### config.mk
export PLATFORM = sky130hd
export DESIGN_NAME = password_programmer
export DESIGN_NICKNAME = d
export VERILOG_FILES = /design/src/rtl/password_programmer.sv
export SDC_FILE = /design/constraint.sdc
export NUM_CORES = 1
export LEC_CHECK = 0
export BUFFER_PORTS_ARGS = -buffer_cell sky130_fd_sc_hd__buf_2
export CORE_MARGIN = 4
export CORE_UTILIZATION = 54
export DETAILED_ROUTE_END_ITERATION = 16
export GPL_TIMING_DRIVEN = 0
export PLACE_DENSITY_LB_ADDON = 0.1
export SETUP_SLACK_MARGIN = 0.15
export SLEW_MARGIN = 15
export SYNTH_ARGS = -nofsm -noshare
export SYNTH_HDL_FRONTEND = slang
export SYNTH_SLANG_ARGS = --single-unit
export TNS_END_PERCENT = 10
### constraint.sdc
create_clock -name i_clk -period 2.95 [get_ports i_clk]
set_input_delay 0 -clock i_clk [delete_from_list [all_inputs] [get_ports i_clk]]
set_output_delay 0 -clock i_clk [all_outputs]
set_load 0.05 [all_outputs]
### src/rtl/password_programmer.sv
// -----------------------------------------------------------------------------
// password_programmer
//
// Lets an authorized user replace the stored 4-digit password. The new code is
// entered once (ENTER) and then re-entered for confirmation (CONFIRM). A full
// match commits it (COMMIT). A mismatch, an invalid digit or a timeout aborts
// the attempt (FAIL).
//
// Optional feature: define PWPROG_TIMEOUT_EN to abort an entry that sits idle
// for TIMEOUT_CYCLES cycles. Without the macro, entry waits indefinitely.
//
// Ports
//   i_clk          system clock, rising edge
//   i_rst          synchronous active-high reset
//   i_authorized   level from code checker, sampled only when start is accepted
//   i_start        one-cycle request to begin a code change
//   i_pb_pulse     one-cycle debounced confirm pulse for the current digit
//   i_digit        digit on the switches (valid 0-9)
//   o_stored_code  active password, nibble [15:12] is the first digit
//   o_stage        0 IDLE, 1 ENTER, 2 CONFIRM, 3 COMMIT, 4 FAIL
//   o_digit_idx    index of the next digit expected in ENTER/CONFIRM
//   o_disp0..3     echo nibbles for 7-segment decoders, 4'hF = blank
//   o_done         one-cycle pulse when a new code is committed
//   o_err          one-cycle pulse when an attempt is aborted
// -----------------------------------------------------------------------------
module password_programmer #(
  parameter logic [15:0] DEFAULT_CODE   = 16'h1234,
  parameter int unsigned TIMEOUT_CYCLES = 12
) (
  input  logic        i_clk,
  input  logic        i_rst,
  input  logic        i_authorized,
  input  logic        i_start,
  input  logic        i_pb_pulse,
  input  logic [3:0]  i_digit,
  output logic [15:0] o_stored_code,
  output logic [2:0]  o_stage,
  output logic [1:0]  o_digit_idx,
  output logic [3:0]  o_disp0,
  output logic [3:0]  o_disp1,
  output logic [3:0]  o_disp2,
  output logic [3:0]  o_disp3,
  output logic        o_done,
  output logic        o_err
);

  typedef enum logic [2:0] {
    StIdle    = 3'd0,
    StEnter   = 3'd1,
    StConfirm = 3'd2,
    StCommit  = 3'd3,
    StFail    = 3'd4
  } state_e;

  state_e      r_state, w_state_d;
  logic [1:0]  r_idx, w_idx_d;
  logic [15:0] r_scratch, w_scratch_d;
  logic [15:0] r_stored, w_stored_d;
  logic        r_done, w_done_d;
  logic        r_err, w_err_d;
  logic [3:0]  r_disp [4];
  logic [3:0]  w_disp_d [4];

  logic        w_digit_ok;
  logic [3:0]  w_cur_nib;
  logic        w_in_entry;
  logic        w_timeout;

  assign w_digit_ok = (i_digit <= 4'd9);
  assign w_in_entry = (r_state == StEnter) || (r_state == StConfirm);

  // Scratch nibble addressed by the current digit index (idx 0 -> [15:12]).
  always_comb begin
    w_cur_nib = r_scratch[15:12];
    unique case (r_idx)
      2'd0: w_cur_nib = r_scratch[15:12];
      2'd1: w_cur_nib = r_scratch[11:8];
      2'd2: w_cur_nib = r_scratch[7:4];
      2'd3: w_cur_nib = r_scratch[3:0];
      default: w_cur_nib = r_scratch[15:12];
    endcase
  end

`ifdef PWPROG_TIMEOUT_EN
  localparam int unsigned CntW = $clog2(TIMEOUT_CYCLES + 1);

  logic [CntW-1:0] r_cnt, w_cnt_d;

  // Expiry wins over a pb_pulse arriving in the same cycle.
  assign w_timeout = w_in_entry && (r_cnt == CntW'(TIMEOUT_CYCLES - 1));

  always_comb begin
    w_cnt_d = '0;
    if (w_in_entry && !w_timeout) begin
      w_cnt_d = i_pb_pulse ? '0 : r_cnt + 1'b1;
    end
  end

  always_ff @(posedge i_clk) begin
    if (i_rst) begin
      r_cnt <= '0;
    end else begin
      r_cnt <= w_cnt_d;
    end
  end
`else
  localparam int unsigned unused_timeout_cycles = TIMEOUT_CYCLES;

  assign w_timeout = 1'b0;
`endif

  // State register.
  always_ff @(posedge i_clk) begin
    if (i_rst) begin
      r_state   <= StIdle;
      r_idx     <= 2'd0;
      r_scratch <= 16'h0000;
      r_stored  <= DEFAULT_CODE;
      r_done    <= 1'b0;
      r_err     <= 1'b0;
      for (int n = 0; n < 4; n++) r_disp[n] <= 4'hF;
    end else begin
      r_state   <= w_state_d;
      r_idx     <= w_idx_d;
      r_scratch <= w_scratch_d;
      r_stored  <= w_stored_d;
      r_done    <= w_done_d;
      r_err     <= w_err_d;
      for (int n = 0; n < 4; n++) r_disp[n] <= w_disp_d[n];
    end
  end

  // Next-state logic.
  always_comb begin
    w_state_d   = r_state;
    w_idx_d     = r_idx;
    w_scratch_d = r_scratch;
    w_stored_d  = r_stored;
    unique case (r_state)
      StIdle: begin
        // pb_pulse in IDLE (including alongside start) is discarded.
        if (i_start && i_authorized) begin
          w_state_d   = StEnter;
          w_idx_d     = 2'd0;
          w_scratch_d = 16'h0000;
        end
      end
      StEnter: begin
        if (w_timeout) begin
          w_state_d = StFail;
          w_idx_d   = 2'd0;
        end else if (i_pb_pulse) begin
          if (!w_digit_ok) begin
            w_state_d = StFail;
            w_idx_d   = 2'd0;
          end else begin
            unique case (r_idx)
              2'd0: w_scratch_d[15:12] = i_digit;
              2'd1: w_scratch_d[11:8]  = i_digit;
              2'd2: w_scratch_d[7:4]   = i_digit;
              2'd3: w_scratch_d[3:0]   = i_digit;
              default: w_scratch_d = r_scratch;
            endcase
            if (r_idx == 2'd3) begin
              w_state_d = StConfirm;
              w_idx_d   = 2'd0;
            end else begin
              w_idx_d = r_idx + 2'd1;
            end
          end
        end
      end
      StConfirm: begin
        if (w_timeout) begin
          w_state_d = StFail;
          w_idx_d   = 2'd0;
        end else if (i_pb_pulse) begin
          if (!w_digit_ok || (i_digit != w_cur_nib)) begin
            w_state_d = StFail;
            w_idx_d   = 2'd0;
          end else if (r_idx == 2'd3) begin
            w_state_d = StCommit;
            w_idx_d   = 2'd0;
          end else begin
            w_idx_d = r_idx + 2'd1;
          end
        end
      end
      StCommit: begin
        w_stored_d = r_scratch;
        w_state_d  = StIdle;
      end
      StFail: begin
        w_scratch_d = 16'h0000;
        w_state_d   = StIdle;
      end
      default: begin
        w_state_d = StIdle;
        w_idx_d   = 2'd0;
      end
    endcase
  end

  // Output logic: computed from next state so every output is a register.
  always_comb begin
    w_done_d = (w_state_d == StCommit);
    w_err_d  = (w_state_d == StFail);
    for (int n = 0; n < 4; n++) begin
      w_disp_d[n] = 4'hF;
      if (((w_state_d == StEnter) || (w_state_d == StConfirm)) && (n < int'(w_idx_d))) begin
        w_disp_d[n] = w_scratch_d[15-4*n -: 4];
      end
    end
  end

  assign o_stored_code = r_stored;
  assign o_stage       = r_state;
  assign o_digit_idx   = r_idx;
  assign o_disp0       = r_disp[0];
  assign o_disp1       = r_disp[1];
  assign o_disp2       = r_disp[2];
  assign o_disp3       = r_disp[3];
  assign o_done        = r_done;
  assign o_err         = r_err;

endmodule

# == Word level (Yosys, flattened, before mapping) ==
# Memories as Yosys holds them, arrays and structs flattened.
# Index checks and enable logic that the tools add are counted.
# word_totals
regBits,39
ram_bits,16
output_inout_bits,39
mem_count,1
# memory_table
name,words,width,rd,rd_ports_with_merged_regs,wr,line,text
r_disp,4,4,4,0,4,61,logic [3:0] r_disp [4];
# op_classes
add_sub_neg,1
order_cmp,4
eq_ne,16
n_mux,34
bitwise,4
n_reduce_logical,12
# op_table
op,count
$mux W16,3
$pmux W16 S3,1
$mux W4,11
$mux W3,7
$pmux W4 S4,1
$eq A3 B2 Y1 const B,4
$mux W2,6
$pmux W3 S3,1
$pmux W2 S4,1
$eq A3 B1 Y1 const B,2
$eq A3 B3 Y1 const B,2
$ne A2 B2 Y1 const B,3
$reduce_and A5 Y1,1
$eq A2 B2 Y1 const B,2
$le A4 B4 Y1 const B,1
$logic_and A1 B1 Y1,4
$lt A1 B2 Y1 const A,2
$ne A4 B4 Y1,1
$or A1 B1 Y1,4
$logic_not A3 Y1,1
$mux W1,3
$reduce_bool A3 Y1,1
$add A2 B1 Y2 const B,1
$eq A2 B1 Y1 const B,1
6 further kinds,7

# == Longest topological paths before layout ==
# depth
depth_word,12
depth_mapped,10

# == Least setup slack after synthesis ==
# No wires, ideal clock.
# synth_timing
kind,register to register
start,reg r_idx[0] (netlist: o_digit_idx[0])
end,mem r_disp[2][0]
setup_ns,0.142
arrival_ns,2.380
required_time_ns,2.808
path_slack_ns,0.428
stages_incl_launch_ff,11
n_path_buf,2
period_less_slack_ns,2.522
path_cell_list,dfxtp_1 -> inv_1 -> ha_1 -> buf_2 -> a222oi_1 -> mux2i_1 -> xnor2_1 -> and4_1 -> buf_6 -> a21oi_2 -> nand4_1
# synth_lines
item,line,text
start: declaration,56,"logic [1:0] r_idx, w_idx_d;"
start signal: assignment,124,r_idx <= w_idx_d;
end: declaration,61,

==> flow_metrics.py <==
metrics = {
    "run_status": {
        "status": "finished clean",
    },
    "placement": {
        "dp_hpwl_mm": 4.319,
        "preCtsSetupSlack_ps": 336.2,
        "gp_congestion": 0.8758,
        "io_buffers": 39,
        "dp_cells": 367,
        "placed_area_sq_mm": 0.002629,
    },
    "floorplan": {
        "core-area_sq_mm": 0.004115,
        "rows": 23,
        "fp.dieH_microns": 74.11,
        "die-area_sq_mm": 0.005492,
        "die_x_microns": 74.11,
        "io-pin-count": 48,
        "initial_core_util_pct": 57.34,
    },
    "cts": {
        "numCtsBuffers": 5,
        "post_cts.repair.setup_buffers": 0,
        "holdBufCountCts": 0,
        "clock_tree.root_cell": "clkbuf_8",
        "clock_path_buffers": 2,
        "post_cts_resized": 0,
        "clk_latency_ps": 310,
        "cts_tree": "built",
        "cts_sinks": 51,
        "cts_htree_levels": 2,
        "clkTransAtPathRegs_ps": 90,
    },
    "grt": {
        "grt_start_max_net_pins": 18,
        "first_global_vias": 2019,
        "met2_usage_pct": 35.04,
        "grt_usage_pct": 22.03,
        "grt_pass1_wl_mm": 9.473,
        "overflow": 0,
        "busiest_layer": "met2",
        "grt.met1_usage_pct": 31.33,
        "antenna_found_initial": 0,
        "met3_usage_pct": 3.243,
    },
    "detailed_routing": {
        "viasPerCell": 5.688,
        "post-route-drc-count": 0,
        "wl_mm": 5.747,
        "vias": 2133,
        "drtPass1Iterations": 5,
        "final_antenna_net_count": 0,
        "drtIter0Drc": 152,
        "wire_per_inst_microns": 15.33,
    },
    "finish": {
        "n_antenna_cell": 0,
        "layout_commonest_cell": "dfxtp_1",
        "fin_area_sq_mm": 0.002745,
        "final_util_pct": 66.71,
        "final_cells": 375,
        "layout_common_cells": "dfxtp_1 (51), buf_2 (43), nand2_1 (40)",
        "syn_to_final_growth_pct": 16.33,
        "final_layout_size_suffix_gt1_share_pct": 20.00,
        "fin_nets": 337,
    },
    "job": {
        "cap_violations": 0,
    },
    "timing": {
        "period_share_pct": 90.83,
        "maxSlewHeadroom_pct": 59.92,
        "fin_crit_ps": 2679,
        "hold_viol": 0,
        "setup_viol": 0,
        "fin_hold_ws_ps": 41.17,
        "fmax_mhz": 373.2,
        "clock_skew_ps": 8.216,
        "slew_violations": 0,
        "worst_pin_slew_ps": 594.9,
        "rsz0062_at_grt": "true",
        "tns_ps": 0,
        "timing.final.ws_setup_ps": 270.6,
    },
    "power_and_ir_drop": {
        "clkPwrFrac_pct": 37.8,
        "p_seq_share_pct": 52.7,
        "ir_worst_vdd_uv": 304.4,
        "combPwrFrac_pct": 9.5,
        "intPower_mw": 0.9879,
        "p_per_area_mw_per_mm2": 480.4,
        "p_sw_share_pct": 25.09,
        "p_total_mw": 1.319,
        "cellLeakagePower_nw": 1.078,
        "p_sw_mw": 0.3309,
    },
    "yosys": {
        "synth-edff-count": 0,
        "yosysSeqAreaShare_pct": 43.27,
        "avgSynthCellArea_sq_um": 8.581,
        "syn_area_sq_mm": 0.002360,
        "ys.flop_type": "dfxtp_1",
        "ys_ff_latch": 51,
        "synth_cell_types": 54,
        "synth_cells": 275,
        "synthArstFlopShare_pct": 0,
        "ys_warn_count": 0,
    },
    "worst_setup_path": {
        "crit_path_max_fanout": 9,
        "crit_path_end_kind": "register",
        "worstRegToRegCells": 9,
        "cp-start-kind": "register",
        "path_cells": "inv_1, ha_1, buf_2, a222oi_1, mux2i_1, xnor2_1, a41oi_1, nor2_1, nand4_1",
        "slowest_delay_ps": 500,
        "cp.arrival_ps": 2840,
        "required_ps": 3110,
        "cp_slowest_cell": "nor2_1",
        "critical_path_class": "reg -> reg",
    },
    "hold_path": {
        "whs_path_depth": 3,
        "hold_path.class": "in -> reg",
    },
}
state kept, by name, summed over array words and instances, names as in the netlist:
name           flops
o_stored_code     16
r_scratch         16
r_disp            12
o_stage            3
o_digit_idx        2
o_done             1
o_err              1
layout make-up:
class	instances	area, sq um
plain buffers	24	128.9
clock buffers	5	68.82
clock inverters	3	47.55
fillers	366	1370
inverters	7	26.28
multi-input cells	196	1195
flip-flops and latches	51	1021
well taps	50	62.56
repair buffers	39	195.2
Yosys cell counts, types with 3 or more instances:
| library cell | number | area (sq um) |
|---|---|---|
| nand2b_1 | 3 | 18.77 |
| buf_1 | 3 | 11.26 |
| a222oi_1 | 4 | 40.04 |
| inv_1 | 7 | 26.28 |
| and3_1 | 3 | 18.77 |
| buf_4 | 5 | 37.54 |
| buf_2 | 4 | 20.02 |
| nand3_1 | 7 | 35.03 |
| nor2_1 | 26 | 97.59 |
| clkbuf_1 | 10 | 37.54 |
| ha_1 | 4 | 50.05 |
| o211ai_1 | 4 | 30.03 |
| nor2b_1 | 5 | 31.28 |
| o21ai_0 | 8 | 40.04 |
| a32oi_1 | 8 | 70.07 |
| o21a_1 | 3 | 22.52 |
| nand3b_1 | 5 | 37.54 |
| a21oi_1 | 21 | 105.1 |
| mux2i_1 | 5 | 50.05 |
| nand2_1 | 40 | 150.1 |
| xnor2_1 | 4 | 35.03 |
| nand4_1 | 4 | 25.02 |
| dfxtp_1 | 51 | 1021 |
logic make-up (layout without fill, tap and decap cells):
logic type	count (synthesis)	in the layout	share of synthesized area, %
flops	51	51	43.27
xor+xnor	4	4	1.484
fa+ha+maj	4	4	2.121
simple gates	106	106	21.53
compound gates	73	73	22.75
other cells	1	4	0.1589
buf+inv	31	78	6.575
mux	5	5	2.121
layer usage:
layer	vias up	routed length (microns)
met5	-	0
met4	0	42
met3	6	433
met2	78	2613
met1	978	2657
li1	1071	-
final timing paths:
check                                               startpoint                        endpoint  slack [ps]
worst min register to register  o_stored_code[14]$_SDFFE_PP0N_  o_stored_code[14]$_SDFFE_PP0N_         450
worst max-delay path                 o_digit_idx[0]$_SDFF_PP0_         r_disp[2][0]$_SDFF_PP1_         270
worst min-delay path                                i_digit[1]       r_scratch[1]$_SDFFE_PP0P_          40
worst max register to register       o_digit_idx[0]$_SDFF_PP0_         r_disp[2][0]$_SDFF_PP1_         270
critical path, delay by kind of cell (launching register included):
family,cells,cell delay (ps)
xor gates and xnor gates,1,210
muxes,1,140
DFF,1,470
and+or+nand+nor,2,660
buffers and inverters,2,290
adders and majority gates,1,200
AOI/OAI and AO/OA,2,550
power by group through the flow:
stage	Sequential, mW	Combinational (mW)	Clock (mW)
after floorplan	0.715	0.0910	0
after global placement	0.710	0.122	0
after detailed placement	0.710	0.123	0
after CTS	0.694	0.124	0.501
after global routing	0.695	0.135	0.529
final	0.694	0.125	0.499
(Power assumes the default switching activity.)
